==> config.mk <==
export PLATFORM = sky130hd
export DESIGN_NAME = morse_decoder
export DESIGN_NICKNAME = d
export VERILOG_FILES = /design/src/rtl/morse_decoder.sv
export SDC_FILE = /design/constraint.sdc
export NUM_CORES = 1
export LEC_CHECK = 0
export BUFFER_PORTS_ARGS = -buffer_cell sky130_fd_sc_hd__buf_4
export CAP_MARGIN = 0
export CORE_UTILIZATION = 55
export DETAILED_ROUTE_END_ITERATION = 10
export MAX_ROUTING_LAYER = met4
export PLACE_DENSITY_LB_ADDON = 0.2
export SLEW_MARGIN = 20
export SYNTH_ARGS = -nofsm -noshare
export SYNTH_HDL_FRONTEND = slang
export SYNTH_SLANG_ARGS = --single-unit
==> constraint.sdc <==
create_clock -name clk -period 9.4 [get_ports clk]
set_clock_uncertainty 0.2 [all_clocks]
set_input_delay 1.88 -clock clk [delete_from_list [all_inputs] [get_ports clk]]
set_output_delay 1.88 -clock clk [all_outputs]
set_load 0.03 [all_outputs]
==> src/rtl/morse_decoder.sv <==
// Morse key decoder: times marks and spaces in units of DOT_CYCLES and emits
// the ASCII character (or word space) as a registered one-cycle strobe.
module morse_decoder #(
  parameter int unsigned DOT_CYCLES = 1000000
) (
  input  logic       clk,
  input  logic       rst,
  input  logic       morse_in,
  output logic [7:0] decoded_data,
  output logic       decoded_data_strb,
  output logic       decode_error
);

  localparam int unsigned CNT_MAX_I = 8 * DOT_CYCLES;
  localparam int unsigned CNT_W     = $clog2(CNT_MAX_I + 1);
  localparam int unsigned SYM_W     = 6;
  localparam int unsigned LEN_W     = 3;

  localparam logic [CNT_W-1:0] CNT_MAX = CNT_W'(CNT_MAX_I);
  localparam logic [CNT_W-1:0] DASH_TH = CNT_W'(2 * DOT_CYCLES);
  localparam logic [CNT_W-1:0] CHAR_TH = CNT_W'(3 * DOT_CYCLES);
  localparam logic [CNT_W-1:0] WORD_TH = CNT_W'(7 * DOT_CYCLES);
  localparam logic [LEN_W-1:0] LEN_MAX = LEN_W'(SYM_W);

  localparam logic [7:0] ASCII_SPACE = 8'h20;
  localparam logic [7:0] ASCII_QUERY = 8'h3F;

  typedef enum logic [1:0] {
    IDLE,
    MARK,
    SPACE,
    GAP
  } state_t;

  state_t           state_q, state_d;
  logic             sync1_q, sync1_d;
  logic             sync2_q, sync2_d;
  logic             prev_q, prev_d;
  logic [1:0]       live_q, live_d;
  logic             armed_q, armed_d;
  logic [CNT_W-1:0] cnt_q, cnt_d;
  logic [SYM_W-1:0] sym_q, sym_d;
  logic [LEN_W-1:0] len_q, len_d;
  logic             ovf_q, ovf_d;
  logic [7:0]       data_q, data_d;
  logic             strb_q, strb_d;
  logic             err_q, err_d;

  logic             rise_c;
  logic             fall_c;
  logic [CNT_W-1:0] cnt_inc_c;
  logic [8:0]       lookup_c;

  // ITU-R M.1677 table; symbols are first-sent-in-MSB, dot=0, dash=1.
  // Result is {error, ascii}.
  function automatic logic [8:0] lookup(input logic [LEN_W-1:0] len,
                                        input logic [SYM_W-1:0] sym);
    logic [8:0] r;
    r = {1'b1, ASCII_QUERY};
    case ({len, sym})
      {3'd1, 6'b000000}: r = {1'b0, 8'h45}; // E
      {3'd1, 6'b000001}: r = {1'b0, 8'h54}; // T
      {3'd2, 6'b000000}: r = {1'b0, 8'h49}; // I
      {3'd2, 6'b000001}: r = {1'b0, 8'h41}; // A
      {3'd2, 6'b000010}: r = {1'b0, 8'h4E}; // N
      {3'd2, 6'b000011}: r = {1'b0, 8'h4D}; // M
      {3'd3, 6'b000000}: r = {1'b0, 8'h53}; // S
      {3'd3, 6'b000001}: r = {1'b0, 8'h55}; // U
      {3'd3, 6'b000010}: r = {1'b0, 8'h52}; // R
      {3'd3, 6'b000011}: r = {1'b0, 8'h57}; // W
      {3'd3, 6'b000100}: r = {1'b0, 8'h44}; // D
      {3'd3, 6'b000101}: r = {1'b0, 8'h4B}; // K
      {3'd3, 6'b000110}: r = {1'b0, 8'h47}; // G
      {3'd3, 6'b000111}: r = {1'b0, 8'h4F}; // O
      {3'd4, 6'b000000}: r = {1'b0, 8'h48}; // H
      {3'd4, 6'b000001}: r = {1'b0, 8'h56}; // V
      {3'd4, 6'b000010}: r = {1'b0, 8'h46}; // F
      {3'd4, 6'b000100}: r = {1'b0, 8'h4C}; // L
      {3'd4, 6'b000110}: r = {1'b0, 8'h50}; // P
      {3'd4, 6'b000111}: r = {1'b0, 8'h4A}; // J
      {3'd4, 6'b001000}: r = {1'b0, 8'h42}; // B
      {3'd4, 6'b001001}: r = {1'b0, 8'h58}; // X
      {3'd4, 6'b001010}: r = {1'b0, 8'h43}; // C
      {3'd4, 6'b001011}: r = {1'b0, 8'h59}; // Y
      {3'd4, 6'b001100}: r = {1'b0, 8'h5A}; // Z
      {3'd4, 6'b001101}: r = {1'b0, 8'h51}; // Q
      {3'd5, 6'b011111}: r = {1'b0, 8'h30}; // 0
      {3'd5, 6'b001111}: r = {1'b0, 8'h31}; // 1
      {3'd5, 6'b000111}: r = {1'b0, 8'h32}; // 2
      {3'd5, 6'b000011}: r = {1'b0, 8'h33}; // 3
      {3'd5, 6'b000001}: r = {1'b0, 8'h34}; // 4
      {3'd5, 6'b000000}: r = {1'b0, 8'h35}; // 5
      {3'd5, 6'b010000}: r = {1'b0, 8'h36}; // 6
      {3'd5, 6'b011000}: r = {1'b0, 8'h37}; // 7
      {3'd5, 6'b011100}: r = {1'b0, 8'h38}; // 8
      {3'd5, 6'b011110}: r = {1'b0, 8'h39}; // 9
      default:           r = {1'b1, ASCII_QUERY};
    endcase
    return r;
  endfunction

  // Edge detection on the synchronized line; a rise only counts once the line
  // has been genuinely sampled low since reset, so a key held through reset is ignored.
  always_comb begin
    sync1_d   = morse_in;
    sync2_d   = sync1_q;
    prev_d    = sync2_q;
    live_d    = {live_q[0], 1'b1};
    armed_d   = armed_q | (live_q[1] & ~sync2_q);
    rise_c    = sync2_q & ~prev_q & armed_q;
    fall_c    = ~sync2_q & prev_q;
    cnt_inc_c = (cnt_q == CNT_MAX) ? cnt_q : cnt_q + CNT_W'(1);
    lookup_c  = lookup(len_q, sym_q);
  end

  // Next-state, symbol buffer and emission logic.
  always_comb begin
    state_d = state_q;
    cnt_d   = cnt_q;
    sym_d   = sym_q;
    len_d   = len_q;
    ovf_d   = ovf_q;
    data_d  = data_q;
    strb_d  = 1'b0;
    err_d   = 1'b0;

    case (state_q)
      IDLE: begin
        if (rise_c) begin
          cnt_d   = '0;
          state_d = MARK;
        end
      end

      MARK: begin
        if (fall_c) begin
          if (len_q == LEN_MAX) begin
            ovf_d = 1'b1;
          end else begin
            sym_d = {sym_q[SYM_W-2:0], (cnt_inc_c >= DASH_TH)};
            len_d = len_q + LEN_W'(1);
          end
          cnt_d   = '0;
          state_d = SPACE;
        end else begin
          cnt_d = cnt_inc_c;
        end
      end

      SPACE: begin
        if (rise_c) begin
          cnt_d   = '0;
          state_d = MARK;
        end else begin
          cnt_d = cnt_inc_c;
          if (cnt_inc_c == CHAR_TH) begin
            data_d  = ovf_q ? ASCII_QUERY : lookup_c[7:0];
            err_d   = ovf_q | lookup_c[8];
            strb_d  = 1'b1;
            sym_d   = '0;
            len_d   = '0;
            ovf_d   = 1'b0;
            state_d = GAP;
          end
        end
      end

      GAP: begin
        if (rise_c) begin
          cnt_d   = '0;
          sym_d   = '0;
          len_d   = '0;
          ovf_d   = 1'b0;
          state_d = MARK;
        end else begin
          cnt_d = cnt_inc_c;
          if (cnt_inc_c == WORD_TH) begin
            data_d  = ASCII_SPACE;
            strb_d  = 1'b1;
            cnt_d   = '0;
            state_d = IDLE;
          end
        end
      end

      default: state_d = IDLE;
    endcase
  end

  always_ff @(posedge clk) begin
    if (rst) begin
      state_q <= IDLE;
      sync1_q <= 1'b0;
      sync2_q <= 1'b0;
      prev_q  <= 1'b0;
      live_q  <= '0;
      armed_q <= 1'b0;
      cnt_q   <= '0;
      sym_q   <= '0;
      len_q   <= '0;
      ovf_q   <= 1'b0;
      data_q  <= 8'h00;
      strb_q  <= 1'b0;
      err_q   <= 1'b0;
    end else begin
      state_q <= state_d;
      sync1_q <= sync1_d;
      sync2_q <= sync2_d;
      prev_q  <= prev_d;
      live_q  <= live_d;
      armed_q <= armed_d;
      cnt_q   <= cnt_d;
      sym_q   <= sym_d;
      len_q   <= len_d;
      ovf_q   <= ovf_d;
      data_q  <= data_d;
      strb_q  <= strb_d;
      err_q   <= err_d;
    end
  end

  assign decoded_data      = data_q;
  assign decoded_data_strb = strb_q;
  assign decode_error      = err_q;

endmodule

==> run metrics, run 1 <==
worst flop-to-flop path startpoint=cnt_q[0]; Synth top cells by count=51 x nor2_1, 50 x dfxtp_1, 48 x nand2_1; worst hold path cell count=1; Pleak=1.31 nW; r2r setup slk=5.27 ns; row cnt=29; Synth area leaders=dfxtp_1 27%, nor2_1 5.1%, nand2_1 4.8%; GRT Util Overall=0.298; Internal Power=0.000278 W; total CTS buffers=5; R2R depth=9; drt pass-1 iters=5; sequential share of power=0.570; crit-path cells=ha_1, and4_1, nand3_2, or3_1, a2111oi_0, nand4b_1, a211oi_4, nor2_1, a311oi_1; WP data arrival=4.15 ns; Remaining DRCs=0; Syn Area/Cell=7.51 um2; CTS tree=built; Mapped Area=3740 um2; Post-Synth XOR/XNOR Area=0.0328; largest net degree at the start of global routing=35; main combinational cell family by area after synthesis=simple AND/OR/NAND/NOR gates; Pwr Density=99.0 nW/um2; count of cells resized by post-cts repair=0; post-synthesis mux area share=0.0221; final critical-path share of the clock period=0.440; Die Ht=84.4 um; Hold Buf Count CTS=0; Final min period=4.13 ns; total core area=6460 um2; I/O pins=13; die width=84.4 um; routed len/inst=17.8 um; crit path kind=register to register; area of the multi-input gates=2490 um2; placed wire-length estimate=6.97 mm; Netlist cell types=70; RePlAce Congestion=0.963; status=completed; post-layout net count=486; area leader, netlist=dfxtp_1; vias in the first global route=3369; crit start category=register; hold path startpoint=live_q[0]; Critical-path top delay cell=a2111oi_0; Synth top area share=0.268; WP data required=9.41 ns; Starting Density=0.579; Die ar.=7130 um2; fraction of layout cells with a size suffix above 1=0.0879; Max Freq=242 MHz; final hold vios=0; CTS Root Cell=clkbuf_8; Sw Ratio=0.269; fraction of registers with async set/reset=0; post-CTS setup buffer count=0; initial antenna violation count=0; Antenna Cells=0; VDD IR-drop max=0.0608 mV; Clk pin slew, worst setup/hold paths=0.11 ns; R2R Path End=decoded_data[5]; NetSw=0.000102 W; Max Cap Viol=0; Post-Synthesis Cells=498; TNS Setup=0 ns; H-tree Lvls=2; endpoint type of the worst setup path=register; final wirelength=9.90 mm; slowest cell delay on critical path=0.77 ns; Routed Antenna Nets=0; post-layout util=0.595; most instantiated library cell after synthesis=nor2_1; worst hold endpoint=live_q[1]; Post-synth EDFFs=0; Iter 0 DRT Violations=225; Logic pwr share=0.080; Overflow after GRT=0; RSZ-0062 raised after global routing=no; Reg area=1000 um2; min-delay worst type=register to register; # setup viols final=0; vias per cell=6.73; Mapped Nets=507; clk sinks=50; first-pass GRT wire length=16.8 mm; total number of vias=3737; Ys Warns=0; sequential element share of the synthesized area=0.268; PortBufs=11; Rel. slew slack=0.390; CP max FO=10; clock buffer depth=2; compound-gate portion of the synthesized area=0.242; clk_lat worst skew=0.32 ns; Main synth FF type=dfxtp_1; post-synthesis simple-gate area fraction=0.347; Post-Synth Adder-Cell Area=0.0201; Final Max Slew Viols=0; Seq cells post-synth=50; worst-margin pin slew=0.914 ns; filler cell count=584; area delta synth->final=2.84%; Clock power frac=0.351
state kept, by name, indices dropped and copies added, names as in the netlist, 2 cells and up:
name          cells
cnt_q            23
decoded_data      7
len_q             3
live_q            2
state_q           2
sym_q             6
worst max path at each step:
| stage | slack [ns] | to | cells after the start | startpoint |
|---|---|---|---|---|
| 6_report | 5.27 | decoded_data[5] | 9 | cnt_q[0] |
| 5_1_grt | 5.06 | decoded_data[5] | 9 | cnt_q[0] |
| 4_1_cts | 5.42 | decoded_data[5] | 9 | cnt_q[0] |
| 3_5_place_dp | 5.46 | decoded_data[5] | 9 | cnt_q[0] |
| 3_3_place_gp | 5.62 | decoded_data[5] | 9 | cnt_q[0] |
| 2_1_floorplan | 6.12 | decoded_data[0] | 10 | cnt_q[1] |
power by group through the flow:
stage / registers, W / logic (W) / clock network [W]
5_1_grt: 0.000217 / 0.0000331 / 0.000144
3_3_place_gp: 0.000222 / 0.0000291 / 0
6_report: 0.000217 / 0.0000303 / 0.000133
4_1_cts: 0.000217 / 0.0000296 / 0.000136
3_5_place_dp: 0.000222 / 0.0000294 / 0
2_1_floorplan: 0.000220 / 0.0000237 / 0
layout make-up:
type                       count  share of cell area
timing repair buffer          14              0.0273
multi-input combinational    390               0.648
clock inverter                 3             0.00618
sequential                    50               0.260
tap                           77              0.0251
inverter                      16              0.0156
clock buffer                   5              0.0179
cells by family after synthesis:
family / count (synthesis)
flip-flops: 50
other: 1
AND/OR/NAND/NOR: 228
buffers and inverters: 58
AO/OA/AOI/OAI: 133
adder cells (fa/ha/maj): 6
XOR/XNOR: 14
multiplexers: 8
layer usage:
metal  GRT usage  up-vias  routed length (um)
met5           -        -                   0
met4       0.128        0                 280
met3      0.0442       23                 569
met2       0.469      139                4800
met1       0.382     1772                4250
li1            -     1803                   -
stage by stage:
stage	worst slack (ns)	std cells	area (um2)	power, W	hold slack (ns)
after global routing	5.06	555	3840	0.000394	0.273
after detailed placement	5.46	547	3750	0.000251	0.236
final	5.27	555	3840	0.000381	0.253
after CTS	5.42	555	3840	0.000382	0.258
after floorplan	6.12	498	3740	0.000243	0.214
after global placement	5.62	547	3750	0.000251	0.223
placed cells by master, fill, tap and decap left out, types with 5 or more instances in the layout:
cell type	instances
xnor2_1	9
buf_4	14
o21ai_1	5
a31oi_1	24
and2_1	7
nor2_1	51
nand3b_1	5
nand4_1	13
nor3_1	13
nand2b_1	7
nor2b_1	5
o31a_1	5
inv_1	16
dfxtp_1	50
a41o_1	5
nand3_1	21
mux2i_1	6
nor4_1	7
o21ai_0	20
ha_1	6
clkbuf_8	5
and3_1	6
a211oi_1	6
nor4b_1	7
xor2_1	5
o211ai_1	5
a21oi_1	32
nand2_1	48
critical path, delay by kind of cell (launching register included):
kind                       cells  cell delay [ns]
adders and majority gates      1             0.39
AOI/OAI and AO/OA              3             1.61
DFF                            1             0.57
and+or+nand+nor                5             1.27
Power figures use the tool's default switching activity.
==> run 2: changes to the inputs <==
==> constraint.sdc (replaced) <==
create_clock -name clk -period 4 [get_ports clk]
set_clock_uncertainty 0.2 [all_clocks]
set_input_delay 0.8 -clock clk [delete_from_list [all_inputs] [get_ports clk]]
set_output_delay 0.8 -clock clk [all_outputs]
set_load 0.03 [all_outputs]
==> run 2 against run 1 <==
  * Global-route usage fell by 0.36 points
  * Register-to-register slack lost 5.0 ns
  * Maximum frequency is 11% higher
  * Largest power group unchanged
  * Clock power grew 130%
  * Final cell count rose by 0.72%
==> run metrics, run 2 (synthesis results as in run 1) <==
R2R Path End=sym_q[0] (was decoded_data[5]); crit-path cells=ha_1, and4_1, nand3_2, or3_1, a2111oi_1, nand3_1, nor3_1, o21ai_1, a32o_1 (was ha_1, and4_1, nand3_2, or3_1, a2111oi_0, nand4b_1, a211oi_4, nor2_1, a311oi_1); Pwr Density=229 nW/um2 (was 99.0 nW/um2); slowest cell delay on critical path=0.58 ns (was 0.77 ns); Clk pin slew, worst setup/hold paths=0.11 ns (about the same); Final Max Slew Viols=0 (unchanged); # setup viols final=0 (unchanged); post-route cell area=3890 um2 (was 3840 um2); RePlAce Congestion=0.965 (was 0.963); CTS tree=built (unchanged); endpoint type of the worst setup path=register (unchanged); crit path kind=register to register (unchanged); area delta synth->final=4.15% (was 2.84%); PortBufs=11 (unchanged); commonest non-fill, non-tap cell in the layout=nor2_1 (unchanged); Overflow after GRT=0 (unchanged); vias in the first global route=3421 (was 3369); status=completed (unchanged); post-layout net count=490 (was 486); worst hold endpoint=prev_d (was live_q[1]); Hold WS=0.257 ns (was 0.253 ns); Biggest register=cnt_q (unchanged); clk_lat worst skew=0.31 ns (was 0.32 ns); total number of vias=3744 (was 3737); total core area=6460 um2 (unchanged); min-delay worst type=register to register (unchanged); row cnt=29 (unchanged); CP max FO=10 (unchanged); R2R depth=9 (unchanged); Starting Density=0.579 (unchanged); I/O pins=13 (unchanged); drt pass-1 iters=5 (unchanged); most frequent cells in the layout=51 x nor2_1, 49 x dfxtp_1, 48 x nand2_1 (was 51 x nor2_1, 50 x dfxtp_1, 48 x nand2_1); WP data required=4.01 ns (was 9.41 ns); final critical-path share of the clock period=0.932 (was 0.440); Largest register FFs=23 (unchanged); worst-margin pin slew=0.921 ns (was 0.914 ns); H-tree Lvls=2 (unchanged); Max Freq=268 MHz (was 242 MHz); largest net degree at the start of global routing=35 (unchanged); Die Ht=84.4 um (unchanged); WP data arrival=3.74 ns (was 4.15 ns); crit start category=register (unchanged); routed len/inst=17.2 um (was 17.8 um); Antenna Cells=0 (unchanged); Placed Area=3770 um2 (was 3750 um2); Rel. slew slack=0.385 (was 0.390); total CTS buffers=5 (unchanged); Routed Antenna Nets=0 (unchanged); vias per cell=6.70 (was 6.73); Critical-path top delay cell=dfxtp_1 (was a2111oi_0); initial antenna violation count=0 (unchanged); Max Cap Viol=0 (unchanged); post-layout util=0.603 (was 0.595); Final min period=3.73 ns (was 4.13 ns); VDD IR-drop max=0.124 mV (was 0.0608 mV); filler cell count=590 (was 584); final hold vios=0 (unchanged); Pleak=1.34 nW (was 1.31 nW); placed wire-length estimate=6.81 mm (was 6.97 mm); GRT Util Overall=0.295 (was 0.298); first-pass GRT wire length=16.7 mm (was 16.8 mm); die width=84.4 um (unchanged); Die ar.=7130 um2 (unchanged); CTS Root Cell=clkbuf_8 (unchanged); r2r setup slk=0.27 ns (was 5.27 ns); fraction of layout cells with a size suffix above 1=0.0975 (was 0.0879); clock buffer depth=2 (unchanged); worst flop-to-flop path startpoint=cnt_q[0] (unchanged); final wirelength=9.62 mm (was 9.90 mm); hold path startpoint=sync1_q (was live_q[0]); Iter 0 DRT Violations=279 (was 225); Remaining DRCs=0 (unchanged); clk sinks=50 (unchanged); worst hold path cell count=1 (unchanged)
-- run 2: area by class of cell --
cell class / instances / area (um2) / area share
repair buffers: 18 / 148 / 0.0379
clock buffers: 5 / 68.8 / 0.0177
well taps: 77 / 96.3 / 0.0247
flip-flops and latches: 50 / 1000 / 0.257
clock inverters: 3 / 26.3 / 0.00675
multi-input cells: 390 / 2490 / 0.640
inverters: 16 / 60.1 / 0.0154
-- run 2: routing by layer --
layer	global-route usage	share of wire	vias to the layer above
li1	-	-	1822
met5	-	0	-
met2	0.464	0.47	172
met4	0.117	0.030	0
met3	0.0403	0.072	30
met1	0.383	0.43	1720
-- run 2: power by group --
group | switching (W) | leakage, nW | internal [W]
Combinational | 0.0000450 | 0.887 | 0.0000266
Clock | 0.000183 | 0.0491 | 0.000129
Sequential | 0.00000708 | 0.405 | 0.000503
Total | 0.000235 | 1.34 | 0.000658
-- run 2: worst max-delay path by stage --
stage,startpoint,endpoint,cells after the start
2_1_floorplan,cnt_q[1],decoded_data[0],10
3_3_place_gp,cnt_q[0],decoded_data[1],9
3_5_place_dp,cnt_q[0],decoded_data[0],9
4_1_cts,cnt_q[0],decoded_data[0],9
5_1_grt,cnt_q[0],sym_q[3],9
6_report,cnt_q[0],sym_q[0],9
-- run 2: critical path: cells and delay by family, from the launching register on --
kind / cells / cell delay (ns)
flops: 1 / 0.58
simple gates: 5 / 1.31
fa+ha+maj: 1 / 0.39
compound gates: 3 / 1.14
-- run 2: per-stage QoR --
step	setup WS, ns	total power [W]	instances	TNS (ns)
after floorplan	0.720	0.000572	498	0
after global placement	0.425	0.000591	550	0
after detailed placement	0.201	0.000591	550	0
after CTS	0.127	0.000900	558	0
after global routing	-0.0142	0.000937	559	-0.0317
final	0.271	0.000893	559	0
-- run 2: timing repair --
action                     CTS  global route
buffers inserted             0             1
setup endpoints to repair    0            15
resized for setup            0             2
hold buffers                 0             0
==> run 3: changes to the inputs <==
--- a/config.mk
+++ b/config.mk
@@ -7,6 +7,7 @@
 export LEC_CHECK = 0
 export BUFFER_PORTS_ARGS = -buffer_cell sky130_fd_sc_hd__buf_4
 export CAP_MARGIN = 0
+export CORE_MARGIN = 1.5
 export CORE_UTILIZATION = 55
 export DETAILED_ROUTE_END_ITERATION = 10
 export MAX_ROUTING_LAYER = met4
==> run 3 against run 2 <==
  * The flow now finishes with violations (DRC)
  * First-iteration DRC count up 5.0%
  * Global-route usage down 0.88 points
  * Sequential share of layout area down 0.34 points
  * Sequential power about the same
  * Sequential cell count unchanged
  * Non-clock buffer count up 1
  * Clock power up 37%
  * Critical path type unchanged
  * Die area up 2.4%
  * Critical endpoint unchanged
  * Clock-buffer cell count unchanged
==> run metrics, run 3 (synthesis results as in run 1) <==
WP data arrival=3.72 ns (was 3.74 ns); CTS tree=built (unchanged); post-layout net count=491 (was 490); CP max FO=10 (unchanged); Max Freq=272 MHz (was 268 MHz); WP data required=4.04 ns (was 4.01 ns); Iter 0 DRT Violations=293 (was 279); crit path kind=register to register (unchanged); area delta synth->final=5.42% (was 4.15%); total number of vias=3735 (was 3744); VDD IR-drop max=0.129 mV (was 0.124 mV); Final min period=3.67 ns (was 3.73 ns); Overflow after GRT=0 (unchanged); RSZ-0062 raised after global routing=no; Inst Count DP=551 (was 550); Pwr Density=256 nW/um2 (was 229 nW/um2); drt pass-1 iters=10 (was 5); TNS Setup=0 ns (unchanged); final hold vios=0 (unchanged); most frequent cells in the layout=51 x nor2_1, 50 x dfxtp_1, 48 x nand2_1 (was 51 x nor2_1, 49 x dfxtp_1, 48 x nand2_1); GRT Util Overall=0.286 (was 0.295); Max Cap Viol=0 (unchanged); worst-margin pin slew=1.07 ns (was 0.921 ns); RePlAce Congestion=0.944 (was 0.965); clk sinks=50 (unchanged); commonest non-fill, non-tap cell in the layout=nor2_1 (unchanged); Pleak=1.37 nW (was 1.34 nW); Clk pin slew, worst setup/hold paths=0.10 ns (was 0.11 ns); crit start category=register (unchanged); fraction of layout cells with a size suffix above 1=0.0973 (was 0.0975); total core area=6460 um2 (unchanged); pre-CTS setup slack=0.130 ns (was 0.201 ns); Remaining DRCs=1 (was 0); # setup viols final=0 (unchanged); Antenna Cells=0 (unchanged); failing checks=DRC; endpoint type of the worst setup path=register (unchanged); Die Ht=85.4 um (was 84.4 um); final critical-path share of the clock period=0.919 (was 0.932); Finished Layout Cells=560 (was 559); vias per cell=6.67 (was 6.70); Final Max Slew Viols=0 (unchanged); row cnt=29 (unchanged); Starting Density=0.579 (unchanged); Routed Antenna Nets=0 (unchanged); largest net degree at the start of global routing=35 (unchanged); first-pass GRT wire length=16.6 mm (was 16.7 mm); Die ar.=7300 um2 (was 7130 um2); post-route cell area=3940 um2 (was 3890 um2); final wirelength=9.78 mm (was 9.62 mm); clock buffer depth=2 (unchanged); Largest register FFs=23 (unchanged); Biggest register=cnt_q (unchanged); placed wire-length estimate=6.84 mm (was 6.81 mm); status=finished with violations (was completed); H-tree Lvls=2 (unchanged); CTS Root Cell=clkbuf_8 (unchanged); PortBufs=11 (unchanged); Rel. slew slack=0.283 (was 0.385); clk_lat worst skew=0.31 ns (about the same); post-layout util=0.610 (was 0.603); die width=85.4 um (was 84.4 um); Placed Area=3780 um2 (was 3770 um2); total CTS buffers=5 (unchanged); routed len/inst=17.5 um (was 17.2 um); min-delay worst type=register to register (unchanged); vias in the first global route=3423 (was 3421); Worst Setup Slack, final=0.326 ns (was 0.271 ns); I/O pins=13 (unchanged); initial antenna violation count=0 (unchanged)
[run 3: path summary, 6_finish.rpt]
path / startpoint / to / cells past startpoint / slack (ns)
max: cnt_q[0] / sym_q[0] / 9 / 0.33
max reg2reg: cnt_q[0] / sym_q[0] / 9 / 0.33
min reg2reg: sync1_q / prev_d / 1 / 0.24
min: sync1_q / prev_d / 1 / 0.24
[run 3: layout make-up]
| type | count | area, um2 |
|---|---|---|
| Clock inverter | 3 | 68.8 |
| Inverter | 16 | 60.1 |
| Sequential cell | 50 | 1000 |
| Tap cell | 77 | 96.3 |
| Timing Repair Buffer | 19 | 155 |
| Clock buffer | 5 | 68.8 |
| Multi-Input combinational cell | 390 | 2490 |
| Fill cell | 583 | 2520 |
[run 3: critical path, stage by stage, from the launching register on]
cell and delay [ns]:
dfxtp_1 0.56, ha_1 0.38, nand4_1 0.26, nor4_1 0.54, a2111oi_0 0.20, or3_1 0.47
nand4_4 0.16, nor3_1 0.09, o21ai_1 0.49, a32o_1 0.27
[run 3: per-stage QoR]
stage / hold WS (ns) / total power (W)
floorplan: 0.214 / 0.000572
global placement: 0.222 / 0.000591
detailed placement: 0.234 / 0.000592
CTS: 0.248 / 0.00102
global route: 0.269 / 0.00105
finish: 0.242 / 0.00101
[run 3: power by group]
group,total (W),internal (W),switching [W]
combinational,0.0000720,0.0000266,0.0000455
sequential,0.000510,0.000503,0.00000726
clock,0.000427,0.000251,0.000177
total,0.00101,0.000780,0.000229
[run 3: metal layers]
metal	part of all wire	wire, um	track usage
met5	0	0	-
met1	0.42	4160	0.371
met2	0.47	4640	0.465
met3	0.079	774	0.0389
met4	0.021	208	0.0836
[run 3: repair_timing]
action,in CTS,in global routing
hold buffers,0,0
endpoints found under the setup margin,0,17
gates resized for setup,0,2
setup buffers,0,1
